**src/rtl/dispatch_rr_multi_fu.sv**
```systemverilog
// Dispatch stage: per-FU op FIFOs feeding the ROB and one reservation station per cycle via round-robin.
// Optional same-cycle bypass of an empty FIFO is enabled by defining DISPATCH_BYPASS_EN.
`timescale 1ns/1ps
module dispatch_rr_multi_fu #(
    parameter int NUM_FU     = 3,
    parameter int FIFO_DEPTH = 2,
    parameter int NUM_CDB    = 3,
    parameter int PREG_W     = 7,
    parameter int ROB_TAG_W  = 5,
    parameter int PAYLOAD_W  = 64
) (
    input  logic                      clk,
    input  logic                      reset,
    input  logic                      flush,
    input  logic                      in_valid,
    output logic                      in_ready,
    input  logic [NUM_FU-1:0]         in_fu_sel,
    input  logic [PREG_W-1:0]         in_ps1,
    input  logic [PREG_W-1:0]         in_ps2,
    input  logic [PREG_W-1:0]         in_pd_new,
    input  logic [PREG_W-1:0]         in_pd_old,
    input  logic [31:0]               in_pc,
    input  logic [PAYLOAD_W-1:0]      in_payload,
    output logic                      nr_valid,
    output logic [PREG_W-1:0]         nr_reg,
    output logic [PREG_W-1:0]         query_ps1,
    output logic [PREG_W-1:0]         query_ps2,
    input  logic                      pr1_is_ready,
    input  logic                      pr2_is_ready,
    input  logic [NUM_CDB-1:0]        cdb_valid,
    input  logic [NUM_CDB*PREG_W-1:0] cdb_tag,
    input  logic                      rob_full,
    input  logic [ROB_TAG_W-1:0]      rob_tag_in,
    output logic                      rob_we,
    output logic [PREG_W-1:0]         rob_pd_new,
    output logic [PREG_W-1:0]         rob_pd_old,
    output logic [31:0]               rob_pc,
    input  logic [NUM_FU-1:0]         rs_has_space,
    output logic [NUM_FU-1:0]         rs_we,
    output logic [31:0]               rs_pc,
    output logic [PREG_W-1:0]         rs_prd,
    output logic [PREG_W-1:0]         rs_pr1,
    output logic [PREG_W-1:0]         rs_pr2,
    output logic                      rs_pr1_rdy,
    output logic                      rs_pr2_rdy,
    output logic [ROB_TAG_W-1:0]      rs_rob_idx,
    output logic [PAYLOAD_W-1:0]      rs_payload
);

    localparam int FU_W  = (NUM_FU > 1) ? $clog2(NUM_FU) : 1;
    localparam int PTR_W = (FIFO_DEPTH > 1) ? $clog2(FIFO_DEPTH) : 1;
    localparam int CNT_W = $clog2(FIFO_DEPTH) + 1;

    typedef struct packed {
        logic [PREG_W-1:0]    ps1;
        logic [PREG_W-1:0]    ps2;
        logic [PREG_W-1:0]    pd_new;
        logic [PREG_W-1:0]    pd_old;
        logic [31:0]          pc;
        logic [PAYLOAD_W-1:0] payload;
    } op_t;

    // A source is ready if it is x0, the PRF says so, or a valid CDB port is broadcasting it now.
    function automatic logic src_ready(
        input logic [PREG_W-1:0]         tag,
        input logic                      prf_rdy,
        input logic [NUM_CDB-1:0]        cv,
        input logic [NUM_CDB*PREG_W-1:0] ct
    );
        logic hit;
        hit = (tag == {PREG_W{1'b0}}) || prf_rdy;
        for (int k = 0; k < NUM_CDB; k++) begin
            hit = hit || (cv[k] && (ct[k*PREG_W +: PREG_W] == tag));
        end
        return hit;
    endfunction

    op_t               fifo_mem_r [NUM_FU][FIFO_DEPTH];
    logic [PTR_W-1:0]  wr_ptr_r   [NUM_FU];
    logic [PTR_W-1:0]  rd_ptr_r   [NUM_FU];
    logic [CNT_W-1:0]  count_r    [NUM_FU];
    logic [FU_W-1:0]   rr_ptr_r;

    op_t               in_op_s;
    op_t               grant_op_s;
    logic              sel_any_s;
    logic [FU_W-1:0]   sel_idx_s;
    logic [NUM_FU-1:0] full_s;
    logic [NUM_FU-1:0] nonempty_s;
    logic [NUM_FU-1:0] elig_s;
    logic [NUM_FU-1:0] push_s;
    logic [NUM_FU-1:0] pop_s;
    logic              accept_s;
    logic [FU_W:0]     cand_s;
    logic              q_grant_s;
    logic [FU_W-1:0]   q_idx_s;
    logic              byp_grant_s;
    logic              grant_s;
    logic [FU_W-1:0]   grant_idx_s;
    logic [FU_W-1:0]   next_rr_s;

    assign in_op_s = '{ps1: in_ps1, ps2: in_ps2, pd_new: in_pd_new, pd_old: in_pd_old,
                       pc: in_pc, payload: in_payload};

    // Target FU: lowest set bit of in_fu_sel (descending scan so the lowest index wins)
    always_comb begin
        sel_any_s = 1'b0;
        sel_idx_s = {FU_W{1'b0}};
        for (int i = NUM_FU - 1; i >= 0; i--) begin
            if (in_fu_sel[i]) begin
                sel_any_s = 1'b1;
                sel_idx_s = FU_W'(i);
            end else begin
                sel_any_s = sel_any_s;
            end
        end
    end

    // Per-FU occupancy flags and issue eligibility
    always_comb begin
        full_s     = {NUM_FU{1'b0}};
        nonempty_s = {NUM_FU{1'b0}};
        elig_s     = {NUM_FU{1'b0}};
        for (int i = 0; i < NUM_FU; i++) begin
            full_s[i]     = (count_r[i] == CNT_W'(FIFO_DEPTH));
            nonempty_s[i] = (count_r[i] != {CNT_W{1'b0}});
            elig_s[i]     = nonempty_s[i] && rs_has_space[i] && !rob_full && !flush;
        end
    end

    // Full FIFO blocks acceptance even if it pops this cycle; zero select is accepted and dropped.
    assign in_ready = !flush && !(sel_any_s && full_s[sel_idx_s]);
    assign accept_s = in_valid && in_ready;
    assign nr_valid = accept_s && sel_any_s && (in_pd_new != {PREG_W{1'b0}});
    assign nr_reg   = in_pd_new;

    // Round-robin search starting at rr_ptr_r, wrapping modulo NUM_FU
    always_comb begin
        q_grant_s = 1'b0;
        q_idx_s   = {FU_W{1'b0}};
        cand_s    = {(FU_W+1){1'b0}};
        for (int k = 0; k < NUM_FU; k++) begin
            cand_s = {1'b0, rr_ptr_r} + (FU_W+1)'(k);
            if (cand_s >= (FU_W+1)'(NUM_FU)) begin
                cand_s = cand_s - (FU_W+1)'(NUM_FU);
            end else begin
                cand_s = cand_s;
            end
            if (!q_grant_s && elig_s[cand_s[FU_W-1:0]]) begin
                q_grant_s = 1'b1;
                q_idx_s   = cand_s[FU_W-1:0];
            end else begin
                q_grant_s = q_grant_s;
            end
        end
    end

`ifdef DISPATCH_BYPASS_EN
    assign byp_grant_s = !q_grant_s && accept_s && sel_any_s && !nonempty_s[sel_idx_s]
                         && rs_has_space[sel_idx_s] && !rob_full;
`else
    assign byp_grant_s = 1'b0;
`endif

    assign grant_s     = q_grant_s || byp_grant_s;
    assign grant_idx_s = byp_grant_s ? sel_idx_s : q_idx_s;
    assign grant_op_s  = byp_grant_s ? in_op_s : fifo_mem_r[q_idx_s][rd_ptr_r[q_idx_s]];
    assign next_rr_s   = (grant_idx_s == FU_W'(NUM_FU - 1)) ? {FU_W{1'b0}}
                                                            : grant_idx_s + FU_W'(1);

    // FIFO push/pop strobes; a bypassed op never enters its FIFO
    always_comb begin
        push_s = {NUM_FU{1'b0}};
        pop_s  = {NUM_FU{1'b0}};
        for (int i = 0; i < NUM_FU; i++) begin
            push_s[i] = accept_s && sel_any_s && (sel_idx_s == FU_W'(i)) && !byp_grant_s;
            pop_s[i]  = q_grant_s && (q_idx_s == FU_W'(i));
        end
    end

    // Grant outputs to ROB, RS and PRF query; all data forced to zero when nothing issues
    always_comb begin
        rob_we     = 1'b0;
        rs_we      = {NUM_FU{1'b0}};
        query_ps1  = {PREG_W{1'b0}};
        query_ps2  = {PREG_W{1'b0}};
        rob_pd_new = {PREG_W{1'b0}};
        rob_pd_old = {PREG_W{1'b0}};
        rob_pc     = 32'h0000_0000;
        rs_pc      = 32'h0000_0000;
        rs_prd     = {PREG_W{1'b0}};
        rs_pr1     = {PREG_W{1'b0}};
        rs_pr2     = {PREG_W{1'b0}};
        rs_pr1_rdy = 1'b0;
        rs_pr2_rdy = 1'b0;
        rs_rob_idx = {ROB_TAG_W{1'b0}};
        rs_payload = {PAYLOAD_W{1'b0}};
        if (grant_s) begin
            rob_we             = 1'b1;
            rs_we[grant_idx_s] = 1'b1;
            query_ps1          = grant_op_s.ps1;
            query_ps2          = grant_op_s.ps2;
            rob_pd_new         = grant_op_s.pd_new;
            rob_pd_old         = grant_op_s.pd_old;
            rob_pc             = grant_op_s.pc;
            rs_pc              = grant_op_s.pc;
            rs_prd             = grant_op_s.pd_new;
            rs_pr1             = grant_op_s.ps1;
            rs_pr2             = grant_op_s.ps2;
            rs_pr1_rdy         = src_ready(grant_op_s.ps1, pr1_is_ready, cdb_valid, cdb_tag);
            rs_pr2_rdy         = src_ready(grant_op_s.ps2, pr2_is_ready, cdb_valid, cdb_tag);
            rs_rob_idx         = rob_tag_in;
            rs_payload         = grant_op_s.payload;
        end else begin
            rob_we = 1'b0;
        end
    end

    // FIFO pointers/counts and the round-robin pointer; flush clears like reset
    always_ff @(posedge clk or posedge reset) begin
        if (reset) begin
            for (int i = 0; i < NUM_FU; i++) begin
                wr_ptr_r[i] <= {PTR_W{1'b0}};
                rd_ptr_r[i] <= {PTR_W{1'b0}};
                count_r[i]  <= {CNT_W{1'b0}};
            end
            rr_ptr_r <= {FU_W{1'b0}};
        end else if (flush) begin
            for (int i = 0; i < NUM_FU; i++) begin
                wr_ptr_r[i] <= {PTR_W{1'b0}};
                rd_ptr_r[i] <= {PTR_W{1'b0}};
                count_r[i]  <= {CNT_W{1'b0}};
            end
            rr_ptr_r <= {FU_W{1'b0}};
        end else begin
            for (int i = 0; i < NUM_FU; i++) begin
                if (push_s[i]) begin
                    wr_ptr_r[i] <= wr_ptr_r[i] + PTR_W'(1);
                end
                if (pop_s[i]) begin
                    rd_ptr_r[i] <= rd_ptr_r[i] + PTR_W'(1);
                end
                case ({push_s[i], pop_s[i]})
                    2'b10:   count_r[i] <= count_r[i] + CNT_W'(1);
                    2'b01:   count_r[i] <= count_r[i] - CNT_W'(1);
                    default: count_r[i] <= count_r[i];
                endcase
            end
            if (grant_s) begin
                rr_ptr_r <= next_rr_s;
            end
        end
    end

    // FIFO storage; contents are only ever read behind a non-zero count
    always_ff @(posedge clk) begin
        for (int i = 0; i < NUM_FU; i++) begin
            if (push_s[i]) begin
                fifo_mem_r[i][wr_ptr_r[i]] <= in_op_s;
            end
        end
    end

endmodule

```
**config.mk**
```make
export PLATFORM = sky130hd
export DESIGN_NAME = dispatch_rr_multi_fu
export DESIGN_NICKNAME = d
export VERILOG_FILES = /design/src/rtl/dispatch_rr_multi_fu.sv
export SDC_FILE = /design/constraint.sdc
export NUM_CORES = 1
export LEC_CHECK = 0
export BUFFER_PORTS_ARGS = -buffer_cell sky130_fd_sc_hd__buf_2
export CAP_MARGIN = 20
export CORE_MARGIN = 2
export CORE_UTILIZATION = 55
export DETAILED_ROUTE_END_ITERATION = 10
export PLACE_DENSITY = 0.83
export SYNTH_ARGS = -nofsm -noshare
export SYNTH_HDL_FRONTEND = slang
export SYNTH_SLANG_ARGS = --single-unit
```
**constraint.sdc**
```tcl
create_clock -name clk -period 10.01 [get_ports clk]
set_input_delay 0.5005 -clock clk [delete_from_list [all_inputs] [get_ports clk]]
set_output_delay 0.5005 -clock clk [all_outputs]
set_load 0.1 [all_outputs]
```
==> results.json <==
{
  "status": "finished, final reports clean",
  "sequentialPowerShare_pct": 53.4,
  "drt_iter0_markers": 1998,
  "yosys_warnings": 0,
  "ios": 363,
  "postCtsHoldBufs": 1,
  "rows": 85,
  "num-nets-final": 2534,
  "netSwitchingFraction_pct": 21.4,
  "overflow": 0,
  "r2r_end": "count_r[5]",
  "wl_mm": 70.8,
  "p_sw_mw": 1.42,
  "worstPathRequired_ps": 9510,
  "grt_first_pass_wirelength_mm": 106,
  "setup_tns_ps": 0,
  "wl_per_cell_um": 22.6,
  "critical_path_class": "register to output port",
  "cts_made_buffers": 73,
  "cts_resized": 0,
  "die_w_um": 236,
  "cts.path.max_buffers": 3,
  "max_freq_ghz": 0.163,
  "critPathLaunchType": "register",
  "internal-power_mw": 5.20,
  "grt_max_degree": 100,
  "ys.flop_type": "edfxtp_1",
  "hold_depth": 1,
  "n_fill_cell": 3705,
  "htree_num_levels": 3,
  "hold-path-endpoint": "fifo_mem_r[1][54]",
  "hp-class": "input port to register",
  "drive_gt1_share_pct": 21.2,
  "syn_nets": 2255,
  "p_leak_nw": 11.9,
  "slew_headroom_pct": 27.2,
  "fin_crit_ps": 6150,
  "cts_num_sinks": 758,
  "report.final.slew_viol_count": 0,
  "final_common_cell": "edfxtp_1",
  "reg2reg_depth": 11,
  "hp-start": "in_payload[54]",
  "multi_input_comb_area_um2": 6050,
  "cts_tree": "done",
  "viasPerCell": 5.97,
  "grt.total_usage_pct": 24.9,
  "syn_to_final_growth_pct": 15.0,
  "final_cell_mix": "edfxtp_1, nor2_1, buf_2",
  "grt_antenna_before_repair": 17,
  "worstPathArrival_ps": 5650,
  "worstMarginPinSlew_ps": 1090,
  "power.total_mw": 6.62,
  "worst_clock_skew_ps": 17.1,
  "p_clk_share_pct": 40.8,
  "r2r_setup_slack_ps": 5920,
  "finalSetupViolCount": 0,
  "r2r_start": "rr_ptr_r[0]",
  "hold_viol": 0,
  "drc_errors": 0,
  "worstSkewPairLatency_ps": 610,
  "initial_utilization_pct": 55.4,
  "synth_edf_count": 744,
  "cp_max_fo": 67,
  "period_share_pct": 61.5,
  "io_buffers": 362,
  "netlist_area_um2": 29600,
  "seq_area_um2": 22700,
  "gp_congestion": 0.924,
  "netlist_instances": 2087,
  "final_antenna_net_count": 0,
  "max-cap-violations": 0,
  "ys_types": 46,
  "dieArea_um2": 55700,
  "combPwrFrac_pct": 5.8,
  "cts-root-buf": "clkbuf_16",
  "path_clk_slew_ps": 60,
  "utilization_pct": 63.6,
  "syn_avg_cell_area_um2": 14.2,
  "synth-seq-cells": 758,
  "pwr_density_cell_nw_per_um2": 194,
  "grt_pass1_vias": 18600,
  "postSynth.asyncResetShare_pct": 1.85,
  "peakVddDrop_mv": 0.158,
  "cts_setup_buffers": 0,
  "vias": 18700,
  "dp_hpwl_mm": 40.5,
  "firstDrtPassIters": 5,
  "end_kind": "output port",
  "yosysSeqAreaShare_pct": 76.6,
  "rsz0062_at_grt": "false",
  "coreArea_um2": 53500,
  "chipHeight_um": 236
}
power by group through the flow:
stage | Combinational [mW] | Clock [mW] | Sequential, mW
after detailed placement | 0.382 | 0 | 3.60
after global routing | 0.409 | 2.86 | 3.54
final | 0.385 | 2.70 | 3.54
after floorplan | 0.259 | 0 | 3.61
after CTS | 0.384 | 2.73 | 3.54
after global placement | 0.372 | 0 | 3.60
flip-flops by register name (all words and copies together) (netlist names):
signal and count:
wr_ptr_r 3, count_r 6, fifo_mem_r 744, rr_ptr_r 2, rd_ptr_r 3
cell type report:
| class | count | share of cell area (%) |
|---|---|---|
| Timing Repair Buffer | 387 | 5.94 |
| Multi-Input combinational cell | 1136 | 17.8 |
| Sequential cell | 758 | 66.7 |
| Inverter | 10 | 0.110 |
| Clock buffer | 100 | 6.04 |
| Antenna cell | 14 | 0.103 |
| Clock inverter | 28 | 0.831 |
| Tap cell | 696 | 2.56 |
how the worst max path moves through the flow:
| stage | depth (start not counted) | startpoint | to | slack [ps] |
|---|---|---|---|---|
| after floorplan | 7 | in_fu_sel[0] | fifo_mem_r[1][0] | 1010 |
| after global placement | 13 | rr_ptr_r[0] | rs_pc[31] | 4280 |
| after detailed placement | 14 | rr_ptr_r[0] | rs_pr1_rdy | 4250 |
| after CTS | 14 | rr_ptr_r[0] | rs_pr1_rdy | 3530 |
| after global routing | 14 | rr_ptr_r[0] | rs_payload[19] | 3510 |
| final | 15 | rr_ptr_r[0] | rs_pr1_rdy | 3860 |
cell families after synthesis:
logic type | share of synthesized area, %
xor+xnor | 1.69
flops | 76.6
simple gates | 9.70
buf+inv | 3.26
compound gates | 7.98
mux | 0.621
fa+ha+maj | 0.118
per-stage QoR:
| stage | cell area, um2 | instances | hold slack [ps] | setup WS, ps |
|---|---|---|---|---|
| 5_1_grt | 34000 | 3122 | 119 | 3510 |
| 6_report | 34000 | 3129 | 129 | 3860 |
| 3_5_place_dp | 31600 | 2985 | 548 | 4250 |
| 3_3_place_gp | 31600 | 2985 | 533 | 4280 |
| 4_1_cts | 34000 | 3114 | 92.2 | 3530 |
| 2_1_floorplan | 29600 | 2087 | 390 | 1010 |
worst max-delay path, cell delays in order, from the launching register on:
cell and delay, ps:
dfrtp_1 380, inv_1 60, ha_1 330, and3_1 160
nor2_1 330, nand4b_4 800, o21ai_4 240, buf_4 410
buf_16 340, o221ai_1 190, mux2_2 380, xnor2_1 150
nor4_1 270, a41oi_1 160, a31oi_1 280, buf_2 510
cells in the mapped netlist (11+ instances only):
cell	n	area share, %
nand2b_1	30	0.63
buf_4	60	1.5
clkbuf_1	109	1.4
dfrtp_1	14	1.2
a21oi_1	115	1.9
edfxtp_1	744	75
buf_1	11	0.14
xnor2_1	49	1.4
o22ai_1	220	4.6
nor3_1	113	1.9
nor2_1	492	6.2
o221ai_1	28	0.83
metal layers:
| metal | track usage, % | wire length (um) | up-vias | part of all wire (%) |
|---|---|---|---|---|
| li1 | - | - | 8381 | - |
| met1 | 31.9 | 27200 | 9291 | 38 |
| met2 | 41.9 | 35900 | 868 | 51 |
| met3 | 5.21 | 5680 | 134 | 8.0 |
| met4 | 9.65 | 1950 | 10 | 2.8 |
| met5 | 0 | 62 | - | 0.088 |
Power figures use the tool's default switching activity.
